===== src/rtl/input_conditioner.sv =====
// Per-channel synchroniser, debounce counter and registered edge pulses for
// mechanical switches and buttons sampled on a single clock.
module input_conditioner #(
   parameter int WIDTH           = 16,
   parameter int SYNC_STAGES     = 2,
   parameter int DEBOUNCE_CYCLES = 1000000
) (
   input  logic             clk,
   input  logic             rst,
   input  logic [WIDTH-1:0] switches_input,
   output logic [WIDTH-1:0] stable_output,
   output logic [WIDTH-1:0] rise_pulse,
   output logic [WIDTH-1:0] fall_pulse,
   output logic             any_change
);

   localparam int CNT_W = (DEBOUNCE_CYCLES > 1) ? $clog2(DEBOUNCE_CYCLES) : 1;
   localparam logic [CNT_W-1:0] CNT_MAX = CNT_W'(DEBOUNCE_CYCLES - 1);

   logic [WIDTH-1:0] sync_q [SYNC_STAGES];
   logic [WIDTH-1:0] sync_d [SYNC_STAGES];
   logic [CNT_W-1:0] cnt_q  [WIDTH];
   logic [CNT_W-1:0] cnt_d  [WIDTH];
   logic [WIDTH-1:0] stable_q, stable_d;
   logic [WIDTH-1:0] rise_q, rise_d;
   logic [WIDTH-1:0] fall_q, fall_d;
   logic [WIDTH-1:0] sync_s;

   assign sync_s = sync_q[SYNC_STAGES-1];

   // Pure flop-to-flop chain: nothing may sit between metastability stages.
   always_comb begin
      sync_d[0] = switches_input;
      for (int k = 1; k < SYNC_STAGES; k++) begin
         sync_d[k] = sync_q[k-1];
      end
   end

   always_comb begin
      stable_d = stable_q;
      rise_d   = '0;
      fall_d   = '0;
      for (int i = 0; i < WIDTH; i++) begin
         cnt_d[i] = '0;
         if (sync_s[i] != stable_q[i]) begin
            if (cnt_q[i] == CNT_MAX) begin
               stable_d[i] = sync_s[i];
               rise_d[i]   = sync_s[i];
               fall_d[i]   = ~sync_s[i];
            end else begin
               cnt_d[i] = cnt_q[i] + CNT_W'(1);
            end
         end
      end
   end

   always_ff @(posedge clk) begin
      if (rst) begin
         for (int k = 0; k < SYNC_STAGES; k++) begin
            sync_q[k] <= '0;
         end
         for (int i = 0; i < WIDTH; i++) begin
            cnt_q[i] <= '0;
         end
         stable_q <= '0;
         rise_q   <= '0;
         fall_q   <= '0;
      end else begin
         sync_q   <= sync_d;
         cnt_q    <= cnt_d;
         stable_q <= stable_d;
         rise_q   <= rise_d;
         fall_q   <= fall_d;
      end
   end

   assign stable_output = stable_q;
   assign rise_pulse    = rise_q;
   assign fall_pulse    = fall_q;
   assign any_change    = |(rise_q | fall_q);

endmodule


===== config.mk =====
export PLATFORM = sky130hd
export DESIGN_NAME = input_conditioner
export DESIGN_NICKNAME = d
export VERILOG_FILES = /design/src/rtl/input_conditioner.sv
export SDC_FILE = /design/constraint.sdc
export NUM_CORES = 1
export LEC_CHECK = 0
export ABC_AREA = 1
export CAP_MARGIN = 25
export CORE_UTILIZATION = 62
export DETAILED_ROUTE_END_ITERATION = 16
export MAX_ROUTING_LAYER = met4
export PLACE_DENSITY = 0.8
export SYNTH_ARGS = -nofsm -noshare
export SYNTH_HDL_FRONTEND = slang
export SYNTH_SLANG_ARGS = --single-unit

===== constraint.sdc =====
create_clock -name clk -period 1.8 [get_ports clk]
set_input_delay 0.27 -clock clk [delete_from_list [all_inputs] [get_ports clk]]
set_output_delay 0.27 -clock clk [all_outputs]
set_load 0.02 [all_outputs]

### Yosys cells after proc, flatten, opt, wreduce, memory -nomap -nowiden

Index checks and enable logic that the tools add are counted.

| storage, ports and cells | value |
|---|---|
| bits in registers | 400 |
| bits in latches | 0 |
| RAM bits | 0 |
| memory bits (read-only) | 0 |
| input port bits | 18 |
| output and inout bits | 49 |
| memories kept | 0 |

| operators by class | value |
|---|---|
| add/sub/neg operators | 16 |
| multiply operators | 0 |
| divide/modulo/power cells | 0 |
| $lt $le $gt $ge | 0 |
| equality and inequality tests | 32 |
| shifts and indexed selects | 0 |
| mux-type cells | 0 |
| bitwise logic cells | 49 |
| reduce and logical (&&, ||, !) cells | 49 |

Operators with widths:

| kind | number |
|---|---|
| adder 20 x 1 -> 20 bit (second input constant) | 16 |
| == test 20 bit (second input constant) | 16 |
| OR reduction 3 bit | 32 |
| NOT 1 bit | 48 |
| AND reduction 2 bit | 16 |
| inequality test 1 bit | 16 |
| bitwise OR 16 bit | 1 |
| OR reduction 16 bit | 1 |

### Longest topological paths before layout

| depth | value |
|---|---|
| word-level depth | 3 |
| gate-level depth with buffers | 10 |
| mapped depth without buffers | 10 |

### Worst setup path before layout

No wires, ideal clock.

| path | value |
|---|---|
| path type | reg-to-reg |
| start | register cnt_q[140] (netlist bit) |
| end | register cnt_q[150] (netlist bit) |
| setup time | 114 ps |
| arrival time | 1310 ps |
| slack | 376 ps |
| cell stages (with the launch flop) | 8 |
| cells stage by stage | dfxtp_1 ha_1 nand3_2 inv_1 nand3_2 o21ai_4 buf_6 nor2_1 |

| on the way | value |
|---|---|
| cells in the longest elaborated chain, start to end | 2 |
| elaborated cells on any way between the ends | 3 |

RTL lines:

| what | line | RTL |
|---|---|---|
| from (decl) | 22 | `logic [CNT_W-1:0] cnt_q [WIDTH];` |
| from (signal assigned) | 70 | `cnt_q <= cnt_d;` |
| parallel branches: the longest is 2 deep, another holds adder 20 x 1 -> 20 bit | -- |  |

Parallel ways; which one is timed is not known.
A chain may end at the register's enable or synchronous reset.

### Worst setup path after layout

| path | value |
|---|---|
| start | register rise_q[11], in the netlist rise_pulse[11] |
| end | output any_change |

| on the way | value |
|---|---|
| cells in the longest elaborated chain, start to end | 2 |

RTL lines:

| what | line | RTL |
|---|---|---|
| from (decl) | 25 | `logic [WIDTH-1:0] rise_q, rise_d;` |
| from (signal assigned) | 72 | `rise_q <= rise_d;` |
| bitwise OR 16 bit | 80 | `assign any_change = \|(rise_q \| fall_q);` |
| OR reduction 16 bit | 80 |  |
| to (decl) | 14 | `output logic any_change` |

No other way between the ends.

==> results_dict.tcl <==
set metrics [dict create \
    status "finished with violations" \
    failed_checks "setup timing" \
    ys.flop_type "dfxtp_1" \
    clockRootBuffer "clkbuf_16" \
    cp-end-kind "output pin" \
    combinationalPowerShare 0.013 \
    drt-initial-drc-count 1056 \
    postCtsSetupRepairBufs 0 \
    port_buffers 66 \
    ant_nets 0 \
    first_pass_iters 5 \
    drc 0 \
    powerDensity_mw_per_mm2 856 \
    worstPathRequired_ns 1.53 \
    p_int_mw 15.0 \
    initial_utilization 0.637 \
    critical_path_class "flip-flop to output pin" \
    yosys.area_share.adder 0.0105 \
    place_ws_ns -0.179 \
    cpPeakStageDelay_ns 0.33 \
    core-area_mm2 0.0300 \
    hold_class "primary input to flip-flop" \
    grt-ovfl-total 0 \
    total_power_mw 18.8 \
    nets 2999 \
    p_leak_nw 7.60 \
    post-route-min-period_ns 1.91 \
    h-tree-depth 2 \
    first_global_vias 16100 \
    syn_area_mm2 0.0191 \
    clkTransAtPathRegs_ns 0.06 \
    worst_pin_slew_ns 0.478 \
    muxShareOfSynthArea 0 \
    p_sw_mw 3.81 \
    ys_async_sr_fraction 0 \
    setup_violations 1 \
    cts_buffers 43 \
    ys_types 33 \
    place.gp.congestion 0.919 \
    die_height_um 177 \
    hpwl_um 30000 \
    slew_headroom 0.679 \
    die_area_mm2 0.0315 \
    vias 17300 \
    synth_xor_area_frac 0.0610 \
    max_freq_mhz 524 \
    clock_skew_ns 0.0153 \
    vias_per_cell 5.11 \
    pwr-share-clk 0.514 \
    ys_ff_latch 400 \
    period_share 1.06 \
    cts_buffer_depth 3 \
    grt_pass1_wl_um 70500 \
    synth_top_family_by_area "simple AND/OR/NAND/NOR gates" \
    cp-start-kind "flip-flop" \
    layout.cells.non_filler 3387 \
    rows 63 \
    clk_latency_ns 0.55 \
    globalRouteTotalUtil 0.273 \
    finalWirelength_um 41700 \
    synth_edf_count 0 \
    fin_ws_ns -0.109 \
    synth_nets 2874 \
    slew_viol_final 0 \
    cts_sinks 400 \
    wire_per_inst_um 12.3 \
    synthCells 2840 \
    drive_above_1_share 0.0678 \
    dp_cells 3311 \
    die_x_um 177 \
    crit_path_cell_trace "nor4_4 > buf_4 > nand2_2 > nor2_1 > nand2_1 > buf_6" \
    yosysSeqAreaShare 0.420 \
    rsz0062_at_grt "true" \
    antenna_found_initial 0 \
    critPathMaxFanout 2 \
    vdd_drop_max_mv 0.719 \
    areaGrowthSynthToFinish_pct 15.3 \
    synth_warnings 0 \
    cts_tree "built" \
    slowest_stage "dfxtp_2" \
    final_hold_viol_count 0 \
    synth-compound-area-share 0.0525 \
    critPathArrivalTime_ns 1.64 \
    grt_max_degree 30 \
    netSwitchingFraction 0.202 \
    maxCapViolations 0 \
    synth-simple-area-share 0.383 \
    p_seq_frac 0.474 \
    io_pins 67 \
    avgSynthCellArea_um2 6.72 \
]
==> cell usage after synthesis, types with 5 or more instances <==
cell / instances / area, um^2
and2_1: 9 / 56.3
inv_1: 313 / 1170
nand2_1: 746 / 2800
a21oi_1: 139 / 696
o21ai_1: 8 / 40.0
nand3_2: 18 / 180
o21ai_0: 24 / 120
or2_0: 10 / 62.6
xnor2_1: 58 / 508
or2_2: 23 / 144
nand3_1: 163 / 816
o21bai_1: 14 / 105
nor3_1: 24 / 120
nor2_1: 672 / 2520
buf_2: 16 / 80.1
ha_1: 16 / 200
buf_4: 8 / 60.1
nor2_2: 17 / 106
nand4_1: 28 / 175
nand3b_1: 19 / 143
xor2_1: 75 / 657
nor3b_1: 5 / 37.5
buf_6: 5 / 56.3
nor4_1: 11 / 68.8
dfxtp_1: 400 / 8010
==> power by group through the flow <==
stage	Sequential (mW)	Combinational, mW	Clock, mW
after floorplan	9.12	0.143	0
after global placement	9.12	0.237	0
after detailed placement	9.12	0.244	0
after CTS	8.92	0.246	9.82
after global routing	8.92	0.271	10.2
final	8.92	0.245	9.68
==> what timing repair did <==
| action | CTS | global route |
|---|---|---|
| hold buffers | 0 | 0 |
| endpoints found under the setup margin | 41 | 16 |
| gates resized for setup | 52 | 13 |
| hold endpoints to repair | 0 | 0 |
| pin swaps | 3 | 4 |
==> path summary, 6_finish.rpt <==
| check | from | end | slack (ns) | cells after the start |
|---|---|---|---|---|
| max reg2reg | cnt_q[20] | cnt_q[36] | 0.17 | 7 |
| min | rst | sync_s[15] | 0.18 | 3 |
| max | rise_pulse[11] | any_change | -0.11 | 6 |
| min reg2reg | sync_d[15] | sync_s[15] | 0.40 | 2 |
==> through the flow <==
step	setup TNS, ns	hold WS (ns)	cell area, um^2	util
3_5_place_dp	-0.179	0.396	20400	0.681
3_3_place_gp	-0.156	0.391	20400	0.681
6_report	-0.109	0.183	22000	0.735
5_1_grt	-0.201	0.192	22000	0.735
2_1_floorplan	0	0.377	19100	-
4_1_cts	-0.129	0.165	22000	0.733
==> cells in the final DEF (no fill, tap or decap), types with 19 or more instances in the layout <==
master	netlist	routed
nand2_1	746	744
nor2_1	672	671
dfxtp_1	400	398
inv_1	313	313
nand3_1	163	163
a21oi_1	139	139
xor2_1	75	75
xnor2_1	58	58
clkbuf_16	0	45
buf_4	8	44
dlygate4sd2_1	0	40
nand4_1	28	28
o21ai_0	24	24
nor3_1	24	24
or2_2	23	23
nand3b_1	19	19
==> critical path, delay by kind of cell (launching register included) <==
kind	cells	cell delay [ns]
simple gates	4	0.45
flops	1	0.33
buf+inv	2	0.30
==> final cells by class <==
cell class              instances  area [um^2]
multi-input cells            2092         9740
flip-flops and latches        400         8010
well taps                     390          488
clock inverters                24          369
repair buffers                113         1010
inverters                     315         1180
clock buffers                  52         1200
diodes                          1         2.50
fillers                      2407         7940
==> registers in the layout (all words and copies together) (netlist names) <==
| name | cells |
|---|---|
| sync_d | 16 |
| rise_pulse | 16 |
| sync_s | 16 |
| stable_output | 16 |
| fall_pulse | 16 |
| cnt_q | 320 |
==> cells by family (layout without fill, tap and decap cells) <==
| kind of cell | count (synthesis) | count (layout) |
|---|---|---|
| AOI/OAI and AO/OA | 188 | 188 |
| xor gates and xnor gates | 133 | 133 |
| adders and majority gates | 16 | 16 |
| buffers and inverters | 348 | 504 |
| DFF | 400 | 400 |
| other | 0 | 1 |
| and+or+nand+nor | 1755 | 1755 |
==> routing by layer <==
layer  up-vias  track usage  share of wire
met2       325        0.464           0.48
met3        64       0.0416          0.049
li1       9060            -              -
met1      7864        0.335           0.45
met5         -            -              0
met4         0       0.0762          0.019
(Power assumes the default switching activity.)
